File: src/rtl/writeback_unit.sv
// Register-file writeback arbiter: single-cycle ALU results take priority over an
// in-order FIFO of long-latency results; also tracks per-register outstanding writes.
module writeback_unit #(
  parameter int unsigned FIFO_DEPTH = 4
) (
  input  logic                               clock,
  input  logic                               reset,
  input  logic                               alu_valid,
  input  logic [4:0]                         alu_rd,
  input  logic [31:0]                        alu_data,
  input  logic                               mem_valid,
  output logic                               mem_ready,
  input  logic [4:0]                         mem_rd,
  input  logic [31:0]                        mem_data,
  input  logic                               issue_valid,
  input  logic [4:0]                         issue_rd,
  output logic [4:0]                         write_register,
  output logic [31:0]                        write_data,
  output logic                               write_enable,
  output logic [31:0]                        pending,
  output logic [$clog2(FIFO_DEPTH+1)-1:0]    fifo_count
);

  localparam int unsigned PTR_W = $clog2(FIFO_DEPTH);
  localparam int unsigned CNT_W = $clog2(FIFO_DEPTH + 1);

  typedef struct packed {
    logic [4:0]  rd;
    logic [31:0] data;
  } wb_entry_t;

  wb_entry_t        fifo_q [FIFO_DEPTH];
  wb_entry_t        fifo_d [FIFO_DEPTH];
  logic [PTR_W-1:0] rd_ptr_q, rd_ptr_d;
  logic [PTR_W-1:0] wr_ptr_q, wr_ptr_d;
  logic [CNT_W-1:0] count_q, count_d;
  logic             we_q, we_d;
  logic [4:0]       wreg_q, wreg_d;
  logic [31:0]      wdata_q, wdata_d;
  logic [31:0]      pending_q, pending_d;

  logic             enq;
  logic             alu_grant;
  logic             fifo_grant;
  wb_entry_t        head;

  assign mem_ready  = (count_q != CNT_W'(FIFO_DEPTH));
  assign enq        = mem_valid && mem_ready;
  assign alu_grant  = alu_valid && (alu_rd != 5'd0);
  assign fifo_grant = !alu_grant && (count_q != CNT_W'(0));
  assign head       = fifo_q[rd_ptr_q];

  // Arbitration, FIFO bookkeeping and scoreboard update.
  always_comb begin
    fifo_d    = fifo_q;
    rd_ptr_d  = rd_ptr_q;
    wr_ptr_d  = wr_ptr_q;
    count_d   = count_q;
    we_d      = 1'b0;
    wreg_d    = wreg_q;
    wdata_d   = wdata_q;
    pending_d = pending_q;

    if (alu_grant) begin
      we_d    = 1'b1;
      wreg_d  = alu_rd;
      wdata_d = alu_data;
    end else if (fifo_grant && (head.rd != 5'd0)) begin
      we_d    = 1'b1;
      wreg_d  = head.rd;
      wdata_d = head.data;
    end

    if (fifo_grant) begin
      rd_ptr_d = rd_ptr_q + PTR_W'(1);
    end
    if (enq) begin
      fifo_d[wr_ptr_q] = '{rd: mem_rd, data: mem_data};
      wr_ptr_d         = wr_ptr_q + PTR_W'(1);
    end
    count_d = count_q + CNT_W'(enq) - CNT_W'(fifo_grant);

    // A new issue to the same register outranks the completing write.
    if (we_d) begin
      pending_d[wreg_d] = 1'b0;
    end
    if (issue_valid && (issue_rd != 5'd0)) begin
      pending_d[issue_rd] = 1'b1;
    end
    pending_d[0] = 1'b0;
  end

  always_ff @(posedge clock) begin
    if (reset) begin
      rd_ptr_q  <= '0;
      wr_ptr_q  <= '0;
      count_q   <= '0;
      we_q      <= 1'b0;
      wreg_q    <= '0;
      wdata_q   <= '0;
      pending_q <= '0;
    end else begin
      rd_ptr_q  <= rd_ptr_d;
      wr_ptr_q  <= wr_ptr_d;
      count_q   <= count_d;
      we_q      <= we_d;
      wreg_q    <= wreg_d;
      wdata_q   <= wdata_d;
      pending_q <= pending_d;
    end
  end

  // Entry storage needs no reset; occupancy is governed by the pointers.
  always_ff @(posedge clock) begin
    fifo_q <= fifo_d;
  end

  assign write_enable   = we_q;
  assign write_register = wreg_q;
  assign write_data     = wdata_q;
  assign pending        = pending_q;
  assign fifo_count     = count_q;

endmodule

File: config.mk
export PLATFORM = sky130hd
export DESIGN_NAME = writeback_unit
export DESIGN_NICKNAME = d
export VERILOG_FILES = /design/src/rtl/writeback_unit.sv
export SDC_FILE = /design/constraint.sdc
export NUM_CORES = 1
export LEC_CHECK = 0
export BUFFER_PORTS_ARGS = -buffer_cell sky130_fd_sc_hd__buf_2
export CORE_MARGIN = 4
export CORE_UTILIZATION = 56
export DETAILED_ROUTE_END_ITERATION = 8
export GPL_TIMING_DRIVEN = 0
export PLACE_DENSITY = 0.8
export SLEW_MARGIN = 10
export SYNTH_ARGS = -nofsm -noshare
export SYNTH_HDL_FRONTEND = slang
export SYNTH_SLANG_ARGS = --single-unit
File: constraint.sdc
create_clock -name clock -period 3.63 [get_ports clock]
set_input_delay 0.726 -clock clock [delete_from_list [all_inputs] [get_ports clock]]
set_output_delay 0.726 -clock clock [all_outputs]
set_load 0.02 [all_outputs]
==> results.cfg, run 1 <==
[worst_setup_path]
arrival_ns = 3.49
cp.required_ns = 3.98
reg2reg_slack_ns = 0.61
start_kind = input port
crit_path_end_kind = flop
crit_path_max_fanout = 9
path_class = in -> reg

[status]
outcome = finished, final reports clean

[layout]
area_growth_pct = 20.0
fillers = 1076
nNetsFinal = 898
drive_gt1_share_pct = 30.0

[clock_network]
clk_path_buf_depth = 3
cts_sinks = 224
cts_resized = 0
holdBufCountCts = 0
postCtsSetupBuffers = 0
clkTransAtPathRegs_ns = 0.06
worstSkewPairLatency_ns = 0.51
root_buffer = clkbuf_16
cts_tree = built
numCtsBuffers = 22
h-tree-depth = 1

[global_route]
grt_pass1_wl_mm = 33.3
globalRoute.totalOverflow = 0
antenna_found_initial = 3
grt_pass1_vias = 6364
track_usage_pct = 23.2
grt_max_degree = 25

[power_and_ir_drop]
p_switching_mw = 1.97
internal_power_mw = 4.90
p_leak_nw = 4.12
power.share.sequential_pct = 45.3
power_frac_clock_pct = 31.2
p_per_area_mw_per_mm2 = 627
switching_share_pct = 28.7
design_power_total_mw = 6.87
combPwrFrac_pct = 23.5
vdd_drop_max_uv = 467

[sta]
fin_ws_ns = 0.491
finalCriticalPeriod_ns = 3.14
fmax_ghz = 0.319
fin_worst_skew_ns = 0.0212
finalCritPeriodShare_pct = 86.5
slew_headroom_pct = 17.5
worst_slew_pin_slew_ns = 1.23
hold_violations = 0
setup_violations = 0
rsz0062_at_grt = no
maxSlewViolCount = 0
hold_ws_ns = 0.423
fin_tns_setup_ns = 0

[logic_synthesis]
synth_flop_cell = edfxtp_1
synth_edf_count = 148
syn_inst = 625
syn_nets = 716
synth_cell_types = 61
syn_area_mm2 = 0.00913
yosysWarnings = 0
synthArstFlopShare_pct = 0
avgSynthCellArea_um2 = 14.6
yosys_register_bits = 224
ys_seq_area_share_pct = 65.4

[placement]
port-buffer-count = 154
hpwl_mm = 15.0
pre_cts_slack_ns = 0.139
gp_congestion = 0.870

[floorplan]
die_area_mm2 = 0.0184
start_util_pct = 57.3
io_pins = 158
die_h_um = 136
die_x_um = 136
core_mm2 = 0.0159
num_rows = 46

[routing]
antenna_left = 0
post_drt_wl_per_cell_um = 20.9
wl_mm = 21.7
drt_iter0_markers = 482
dr.pass1.iters = 5
vias = 6189
viasPerCell = 5.95
drc = 0

[run]
maxCapViolations = 0

[worst_hold_path]
hold_path_class = in -> reg
-- per-stage QoR --
stage	std cells	util, %	instance area (um^2)
5_1_grt	1040	68.7	11000
4_1_cts	1039	68.7	11000
6_report	1040	68.7	11000
3_5_place_dp	999	64.4	10300
2_1_floorplan	625	-	9130
3_3_place_gp	995	63.8	10200
-- critical path, stage by stage --
cell and delay [ns]:
buf_2 0.13, or4_1 0.61, o21ai_2 0.43, a31oi_1 0.22
nor3_1 1.02, a31o_2 0.28, a21oi_1 0.06
-- routing by layer --
| layer | up-vias | track usage, % | routed length, um |
|---|---|---|---|
| li1 | 2823 | - | - |
| met1 | 3026 | 28.9 | 8520 |
| met2 | 290 | 40.7 | 11000 |
| met3 | 46 | 5.09 | 1670 |
| met4 | 4 | 7.00 | 578 |
| met5 | - | 0 | 27 |
-- worst paths after layout --
| kind | start | to | depth (start not counted) |
|---|---|---|---|
| worst max-delay path | alu_rd[0] | pending[1] | 7 |
| worst min-delay path | mem_data[9] | fifo_q[46] | 1 |
| worst max register to register | rd_ptr_q[1] | pending[17] | 7 |
| worst min register to register | pending[31] | pending[31] | 2 |
-- layout by cell type, fill, tap and decap left out, drive strengths merged, types with 9 or more instances in the layout --
| cell | n |
|---|---|
| buf | 170 |
| edfxtp | 148 |
| dfxtp | 76 |
| nor2 | 73 |
| clkbuf | 53 |
| a211oi | 38 |
| mux4 | 37 |
| mux2i | 33 |
| nand2 | 29 |
| a21oi | 27 |
| a311oi | 24 |
| nor3 | 12 |
| o21ai | 9 |
| clkinv | 9 |
-- area by class of cell --
cell class	count	area, um^2	area share, %
flip-flops and latches	224	5970	54.4
multi-input cells	358	2940	26.8
repair buffers	158	858	7.83
clock buffers	30	621	5.66
well taps	216	270	2.47
plain buffers	35	200	1.83
clock inverters	10	72.6	0.662
inverters	8	30.0	0.274
diodes	1	2.50	0.0228
-- cell usage after synthesis (all sizes together), types with 7 or more instances --
| master | instances | share of area (%) |
|---|---|---|
| a311oi | 24 | 2.3 |
| o21ai | 9 | 0.58 |
| dfxtp | 76 | 17 |
| and3 | 7 | 0.48 |
| nand2 | 29 | 1.2 |
| nor2 | 73 | 3.1 |
| a21oi | 27 | 1.5 |
| nor4 | 7 | 0.78 |
| a211oi | 38 | 3.1 |
| mux2i | 33 | 3.7 |
| edfxtp | 148 | 49 |
| clkbuf | 23 | 0.95 |
| nor3 | 12 | 0.71 |
| mux4 | 37 | 9.2 |
| inv | 8 | 0.33 |
| buf | 12 | 1.2 |
-- power groups by stage --
stage                     Sequential (mW)  Combinational (mW)  Clock, mW
after global routing                 3.13                1.74       2.28
after detailed placement             3.16                1.61          0
after global placement               3.16                1.54          0
after CTS                            3.11                1.62       2.18
after floorplan                      3.23                1.05          0
final                                3.11                1.61       2.14
-- sequential cells by signal, summed over array words and instances (netlist names) --
name,flops
fifo_q,148
write_data,32
pending,31
write_register,5
fifo_count,3
rd_ptr_q,2
wr_ptr_q,2
write_enable,1
-- kinds of logic (layout without fill, tap and decap cells) --
kind of cell	count (synthesis)	after routing	synth area share [%]
flip-flops	224	224	65.4
AO/OA/AOI/OAI	120	120	9.44
adder cells (fa/ha/maj)	7	7	1.04
XOR/XNOR	5	5	0.480
AND/OR/NAND/NOR	155	155	8.25
multiplexers	70	70	12.9
buffers and inverters	43	241	2.52
other	1	2	0.0411
Note: power is estimated with default switching activity, not from simulation.
==> run 2, diff against run 1 <==
==> constraint.sdc (replaced) <==
create_clock -name clock -period 3.63 [get_ports clock]
set_input_delay 0.363 -clock clock [delete_from_list [all_inputs] [get_ports clock]]
set_output_delay 0.363 -clock clock [all_outputs]
set_load 0.02 [all_outputs]
==> results.cfg, run 2 (synthesis results as in run 1) <==
[worst_setup_path]
arrival_ns = 3.36
r2r_cells = 7
path_class = reg -> reg
cp.required_ns = 3.95
crit_path_max_fanout = 10
crit_path_end_kind = flop
start_kind = flop

[sta]
rsz0062_at_grt = no
fmax_ghz = 0.329
setup_violations = 0
maxSlewViolCount = 0
fin_worst_skew_ns = 0.0213
finalCriticalPeriod_ns = 3.04
slew_headroom_pct = 20.8
worst_slew_pin_slew_ns = 1.18
fin_ws_ns = 0.593
hold_violations = 0
finalCritPeriodShare_pct = 83.7
fin_tns_setup_ns = 0

[global_route]
grt_pass1_wl_mm = 33.2
track_usage_pct = 23.2
antenna_found_initial = 3
grt_pass1_vias = 6371
grt_max_degree = 25
globalRoute.totalOverflow = 0

[floorplan]
die_area_mm2 = 0.0184
die_x_um = 136
num_rows = 46
start_util_pct = 57.3
core_mm2 = 0.0159
die_h_um = 136
io_pins = 158

[clock_network]
cts_tree = built
h-tree-depth = 1
holdBufCountCts = 0
numCtsBuffers = 22
cts_sinks = 224
root_buffer = clkbuf_16
worstSkewPairLatency_ns = 0.51
cts_resized = 0
clkTransAtPathRegs_ns = 0.07
postCtsSetupBuffers = 0
clk_path_buf_depth = 3

[routing]
antenna_left = 0
drt_iter0_markers = 516
post_drt_wl_per_cell_um = 20.9
dr.pass1.iters = 5
drc = 0
wl_mm = 21.8
vias = 6246
viasPerCell = 6.01

[layout]
layout_commonest_cell = buf_2
area_growth_pct = 20.0
nNetsFinal = 898
largest_register_ff_count = 148
fillers = 1076
largest_register = fifo_q
fin_util_pct = 68.7
most-common-layout-cells = 155 x buf_2, 148 x edfxtp_1, 76 x dfxtp_1
drive_gt1_share_pct = 30.0

[placement]
port-buffer-count = 154
gp_congestion = 0.870
hpwl_mm = 15.0
pre_cts_slack_ns = 0.502

[status]
outcome = finished, final reports clean

[power_and_ir_drop]
p_leak_nw = 4.12
p_per_area_mw_per_mm2 = 627
vdd_drop_max_uv = 467

[worst_hold_path]
hold_depth = 1
hold_path_class = in -> reg

[run]
maxCapViolations = 0
-- run 2: worst max-delay path: stages (launching register included) --
cell,delay (ns)
dfxtp_1,0.34
clkbuf_1,0.43
mux4_2,0.45
and3_1,0.21
o31a_1,0.37
a311oi_1,0.60
nor2b_1,0.33
a311oi_1,0.13
-- run 2: power breakdown --
part	internal [mW]	switching, mW
registers	3.00	0.107
clock network	1.21	0.936
logic	0.686	0.926
-- run 2: metrics by stage --
step / std cells / hold WS [ns] / total power, mW / cell area [um^2]
after CTS: 1039 / 0.0348 / 6.91 / 11000
after global placement: 995 / 0.471 / 4.70 / 10200
after global routing: 1040 / 0.0411 / 7.15 / 11000
after detailed placement: 999 / 0.482 / 4.77 / 10300
final: 1040 / 0.0608 / 6.87 / 11000
after floorplan: 625 / 0.462 / 4.28 / 9130
-- run 2: metal layers --
metal	global-route usage, %	up-vias	share of wire [%]
met5	0	-	0.12
met2	40.6	308	50
met1	28.9	3060	39
met4	7.22	4	2.8
li1	-	2825	-
met3	5.09	49	8.2
-- run 2: path summary, 6_finish.rpt --
check	endpoint	slack [ns]	start
setup / recovery	pending[17]	0.59	rd_ptr_q[1]
hold / removal	fifo_q[46]	0.06	mem_data[9]
setup reg to reg	pending[17]	0.59	rd_ptr_q[1]
hold reg to reg	pending[31]	0.50	pending[31]
-- run 2: area by class of cell --
class                           count  area (um^2)  area share (%)
Inverter                            8         30.0           0.274
Multi-Input combinational cell    358         2940            26.8
Clock inverter                     10         72.6           0.662
Tap cell                          216          270            2.47
Antenna cell                        1         2.50          0.0228
Buffer                             35          200            1.83
Clock buffer                       30          621            5.66
Timing Repair Buffer              158          858            7.83
Sequential cell                   224         5970            54.4
